--- config.mk ---
export PLATFORM = sky130hd
export DESIGN_NAME = sel_arb_check
export DESIGN_NICKNAME = d
export VERILOG_FILES = /design/src/rtl/sel_pkg.sv /design/src/rtl/sat_counter.sv /design/src/rtl/sel_arb_check.sv
export SDC_FILE = /design/constraint.sdc
export NUM_CORES = 1
export LEC_CHECK = 0
export CORE_MARGIN = 2
export CORE_UTILIZATION = 35
export DETAILED_ROUTE_END_ITERATION = 8
export PLACE_DENSITY = 0.68
export SETUP_SLACK_MARGIN = 0.1
export SLEW_MARGIN = 20
export SYNTH_ARGS = -nofsm -noshare
export SYNTH_HDL_FRONTEND = slang
export SYNTH_SLANG_ARGS = --single-unit
--- constraint.sdc ---
create_clock -name clk -period 1.95 [get_ports clk]
set_clock_uncertainty 0.1 [all_clocks]
set_input_delay 0.39 -clock clk [delete_from_list [all_inputs] [get_ports clk]]
set_output_delay 0.39 -clock clk [all_outputs]
set_load 0.01 [all_outputs]
--- src/rtl/sel_pkg.sv ---
// Shared types and constants for the case-select arbiter/checker.
// Mode encoding and sticky error flag bit positions.
package sel_pkg;

  typedef enum logic [1:0] {
    SEL_PRIORITY = 2'd0,
    SEL_UNIQUE   = 2'd1,
    SEL_RR       = 2'd2
  } sel_mode_e;

  localparam int ERR_MULTI = 0;
  localparam int ERR_NOHIT = 1;

endpackage

--- src/rtl/sat_counter.sv ---
// Saturating event counter with synchronous clear; clear beats increment.
module sat_counter #(
  parameter int W = 8
) (
  input  logic         clk,
  input  logic         rst,
  input  logic         inc,
  input  logic         clr,
  output logic [W-1:0] cnt
);

  logic [W-1:0] r_cnt;

  always_ff @(posedge clk or posedge rst) begin
    if (rst)                         r_cnt <= '0;
    else if (clr)                    r_cnt <= '0;
    else if (inc && (r_cnt != '1))   r_cnt <= r_cnt + W'(1);
  end

  assign cnt = r_cnt;

endmodule

--- src/rtl/sel_arb_check.sv ---
// Case-item selector: priority / unique-checked / round-robin grant from a
// request vector, one-entry registered output with valid/ready handshake.
module sel_arb_check
  import sel_pkg::*;
#(
  parameter int        N     = 4,
  parameter sel_mode_e MODE  = SEL_PRIORITY,
  parameter int        CNT_W = 8,
  localparam int       IW    = (N > 1) ? $clog2(N) : 1
) (
  input  logic             clk,
  input  logic             rst,
  input  logic [N-1:0]     req,
  input  logic             req_valid,
  output logic             req_ready,
  output logic [N-1:0]     gnt,
  output logic [IW-1:0]    gnt_idx,
  output logic             gnt_valid,
  input  logic             gnt_ready,
  output logic [CNT_W-1:0] multi_cnt,
  output logic [CNT_W-1:0] nohit_cnt,
  output logic [1:0]       err_flags,
  input  logic             clr_cnt
);

  logic [N-1:0]  r_gnt;
  logic [IW-1:0] r_idx;
  logic          r_vld;
  logic [IW-1:0] r_ptr;
  logic [1:0]    r_err;

  logic          w_accept;
  logic          w_hit;
  logic [IW-1:0] w_sel_idx;
  logic [N-1:0]  w_sel_gnt;
  logic [IW-1:0] w_ptr_nxt;
  logic          w_multi;
  logic          w_nohit;
  logic          w_cnt_multi;
  logic          w_cnt_nohit;

  assign req_ready = !r_vld || gnt_ready;
  assign w_accept  = req_valid && req_ready;

  // Selection: scan from the top down so the lowest qualifying position
  // is the last one written and therefore wins.
  always_comb begin
    int j;
    j         = 0;
    w_hit     = 1'b0;
    w_sel_idx = '0;
    if (MODE == SEL_RR) begin
      for (int off = N - 1; off >= 0; off--) begin
        j = int'(r_ptr) + off;
        if (j >= N) j = j - N;
        if (req[j]) begin
          w_hit     = 1'b1;
          w_sel_idx = IW'(j);
        end
      end
    end else begin
      for (int i = N - 1; i >= 0; i--) begin
        if (req[i]) begin
          w_hit     = 1'b1;
          w_sel_idx = IW'(i);
        end
      end
    end
  end

  assign w_sel_gnt   = w_hit ? (N'(1) << w_sel_idx) : '0;
  assign w_ptr_nxt   = (w_sel_idx == IW'(N - 1)) ? '0 : w_sel_idx + IW'(1);
  assign w_multi     = |(req & (req - N'(1)));
  assign w_nohit     = ~|req;
  assign w_cnt_multi = w_accept && (MODE == SEL_UNIQUE) && w_multi;
  assign w_cnt_nohit = w_accept && w_nohit;

  always_ff @(posedge clk or posedge rst) begin
    if (rst) begin
      r_gnt <= '0;
      r_idx <= '0;
      r_vld <= 1'b0;
    end else if (w_accept) begin
      r_gnt <= w_sel_gnt;
      r_idx <= w_sel_idx;
      r_vld <= 1'b1;
    end else if (gnt_ready) begin
      r_vld <= 1'b0;
    end
  end

  // Pointer only advances past a real grant; an empty request leaves it put.
  always_ff @(posedge clk or posedge rst) begin
    if (rst)
      r_ptr <= '0;
    else if (w_accept && w_hit && (MODE == SEL_RR))
      r_ptr <= w_ptr_nxt;
  end

  always_ff @(posedge clk or posedge rst) begin
    if (rst) begin
      r_err <= '0;
    end else if (clr_cnt) begin
      r_err <= '0;
    end else begin
      if (w_cnt_multi) r_err[ERR_MULTI] <= 1'b1;
      if (w_cnt_nohit) r_err[ERR_NOHIT] <= 1'b1;
    end
  end

  sat_counter #(.W(CNT_W)) u_multi_cnt (
    .clk (clk),
    .rst (rst),
    .inc (w_cnt_multi),
    .clr (clr_cnt),
    .cnt (multi_cnt)
  );

  sat_counter #(.W(CNT_W)) u_nohit_cnt (
    .clk (clk),
    .rst (rst),
    .inc (w_cnt_nohit),
    .clr (clr_cnt),
    .cnt (nohit_cnt)
  );

  assign gnt       = r_gnt;
  assign gnt_idx   = r_idx;
  assign gnt_valid = r_vld;
  assign err_flags = r_err;

endmodule

==> impl_metrics.json <==
{
  "status": "completed",
  "io_buffers": 25,
  "async_flop_share_pct": 100,
  "synth-adder-area-share_pct": 1.48,
  "required_ns": 2.06,
  "layoutNonFillerInstCount": 148,
  "antenna_found_initial": 0,
  "synth_top_area_share_pct": 47.4,
  "max_slew_margin_pct": 61.5,
  "numCtsBuffers": 3,
  "core_area_sq_mm": 0.00225,
  "die_h_um": 53.1,
  "synthMuxAreaShare_pct": 1.33,
  "drtAntennaViolNets": 0,
  "drive_above_1_share_pct": 19.2,
  "hold_viol": 0,
  "hold_buffers": 0,
  "routed-via-count": 753,
  "synth-compound-area-share_pct": 16.7,
  "finalNetCount": 131,
  "crit_fanout": 7,
  "tns_ns": 0,
  "dieArea_sq_mm": 0.00282,
  "crit_buf_inv": 1,
  "timing.max_cap.violations": 0,
  "synth.distinct_cells": 29,
  "worstSetupStartpointType": "input port",
  "dp_cells": 141,
  "path_class": "input port to flop",
  "netlist_instances": 86,
  "grt_first_pass_wirelength_mm": 3.21,
  "slew_violations": 0,
  "max_slew.worst_pin.slew_ns": 0.577,
  "syn_area_sq_um": 845,
  "synth_area_leaders": "dfrtp_1, buf_4, a21oi_1",
  "hp-class": "input port to async pin",
  "cts_buffer_depth": 2,
  "total_power_uw": 675,
  "clk_latency_ns": 0.29,
  "routed_wl_mm": 1.88,
  "cts_tree": "yes",
  "grt_setup_unrepaired": "true",
  "grt_max_degree": 17,
  "crit_family": "simple AND/OR/NAND/NOR gates",
  "crit_path_cell_trace": "dlygate4sd2_1 -> nor4_4 -> nand3_2 -> or4_1 -> a21oi_1",
  "synth_top_cell_by_area": "dfrtp_1",
  "r2r_cells": 5,
  "yosys.area_share.simple_pct": 21.8,
  "ys_seq_elements": 16,
  "synth_most_common_cell": "dfrtp_1",
  "hold_ws_ns": 0.359,
  "critPathMaxStageDelay_ns": 0.53,
  "synth_top_family_by_area": "simple AND/OR/NAND/NOR gates",
  "clockRootBuffer": "clkbuf_4",
  "grt_overflow_total": 0,
  "avgSynthCellArea_sq_um": 9.82,
  "cellPowerDensity_mw_per_mm2": 561,
  "fmax_mhz": 561,
  "die_width_um": 53.1,
  "synthFlopType": "dfrtp_1",
  "syn2layout_area_growth_pct": 42.5,
  "fp-row-count": 17,
  "htreeDepth": 1,
  "critical-path-slowest-cell": "or4_1",
  "min_period_ns": 1.78,
  "r2r_setup_slack_ns": 0.23,
  "synth_xor_area_share_pct": 0,
  "critPathArrivalTime_ns": 1.89,
  "timing.critical_path.to_type": "flop",
  "setup-violations-final": 0,
  "routabilityCongestion": 0.738,
  "ioPinCount": 35,
  "peakVddDrop_mv": 0.712,
  "drc_errors": 0,
  "dr.pass1.iters": 4,
  "synthTopCellsByCount": "dfrtp_1, a21oi_1, buf_4",
  "n_antenna_cell": 0,
  "synth_edf_count": 0,
  "vias_per_cell": 5.09,
  "final_util_pct": 53.4,
  "r2r-start": "u_nohit_cnt.cnt[0]",
  "initial_core_util_pct": 37.5,
  "min_period_over_period_pct": 91.4,
  "post-dp-hpwl_mm": 1.36,
  "r2r_end": "u_nohit_cnt.cnt[3]",
  "grt_pass1_vias": 755,
  "path_clk_slew_ns": 0.09,
  "post_drt_wl_per_cell_um": 12.7,
  "seq_area_frac_synth_pct": 47.4,
  "first_iter_violations": 6,
  "yosysWarnings": 0,
  "track_usage_pct": 16.1,
  "clkSinkCount": 16,
  "leakagePower_uw": 0.000487
}
how the worst max path moves through the flow:
stage / from / end / slack (ns) / cells past startpoint
6_report: req[0] / u_nohit_cnt.cnt[3] / 0.17 / 5
5_1_grt: req[0] / u_nohit_cnt.cnt[6] / 0.09 / 6
4_1_cts: u_nohit_cnt.cnt[3] / nohit_cnt[3] / 0.10 / 1
3_5_place_dp: req[2] / u_nohit_cnt.cnt[7] / -0.37 / 6
3_3_place_gp: req[2] / u_nohit_cnt.cnt[3] / -0.31 / 5
2_1_floorplan: u_nohit_cnt.cnt[0] / u_nohit_cnt.cnt[3] / 0.22 / 6
registers in the layout, summed over array words and instances, names as in the netlist:
| name | cells |
|---|---|
| u_nohit_cnt.cnt | 8 |
| err_flags | 1 |
| gnt_idx | 2 |
| gnt | 4 |
| gnt_valid | 1 |
logic make-up (layout without fill, tap and decap cells):
| logic type | Yosys count | count (layout) |
|---|---|---|
| compound gates | 22 | 22 |
| fa+ha+maj | 1 | 1 |
| buf+inv | 15 | 40 |
| flops | 16 | 16 |
| mux | 1 | 1 |
| other cells | 1 | 9 |
| simple gates | 30 | 31 |
through the flow:
| stage | area, sq um | worst slack, ns |
|---|---|---|
| CTS | 1190 | 0.104 |
| global route | 1200 | 0.0870 |
| global placement | 1120 | -0.308 |
| finish | 1200 | 0.168 |
| floorplan | 875 | 0.219 |
| detailed placement | 1120 | -0.366 |
what timing repair did:
| action | in CTS | in global routing |
|---|---|---|
| pin swaps | 2 | 2 |
| resized for setup | 6 | 6 |
| cloned | 1 | 0 |
| endpoints found under the setup margin | 8 | 8 |
| setup buffers | 2 | 0 |
cells in the final DEF (no fill, tap or decap), types with 2 or more instances in the layout:
cell type,instances
clkdlybuf4s50_1,20
dfrtp_1,13
a21oi_1,9
conb_1,9
buf_4,8
nand2_1,6
o31ai_1,5
or4_1,5
nand3_1,4
dlygate4sd2_1,4
a22o_1,3
inv_1,3
o21ai_0,3
clkbuf_4,3
dfrtp_2,3
or3_1,2
nand2b_1,2
area by class of cell:
| type | count | area, sq um |
|---|---|---|
| Tap cell | 28 | 35.0 |
| Multi-Input combinational cell | 64 | 409 |
| Timing Repair Buffer | 33 | 308 |
| Sequential cell | 16 | 404 |
| Clock buffer | 4 | 36.3 |
| Inverter | 3 | 11.3 |
| Fill cell | 210 | 1050 |
per-layer routing:
metal | wire length (um) | track usage (%) | vias to the layer above
li1 | - | - | 366
met5 | 0 | 0 | -
met1 | 828 | 19.3 | 354
met2 | 890 | 24.6 | 29
met4 | 36 | 9.40 | 0
met3 | 123 | 5.93 | 4
power breakdown:
group / internal, uW / leakage (uW) / switching [uW] / total, uW
combinational: 56.4 / 0.000256 / 52.7 / 109
sequential: 346 / 0.000209 / 8.07 / 354
clock: 114 / 0.0000210 / 98.5 / 212
total: 516 / 0.000487 / 159 / 675
Note: power is estimated with default switching activity, not from simulation.
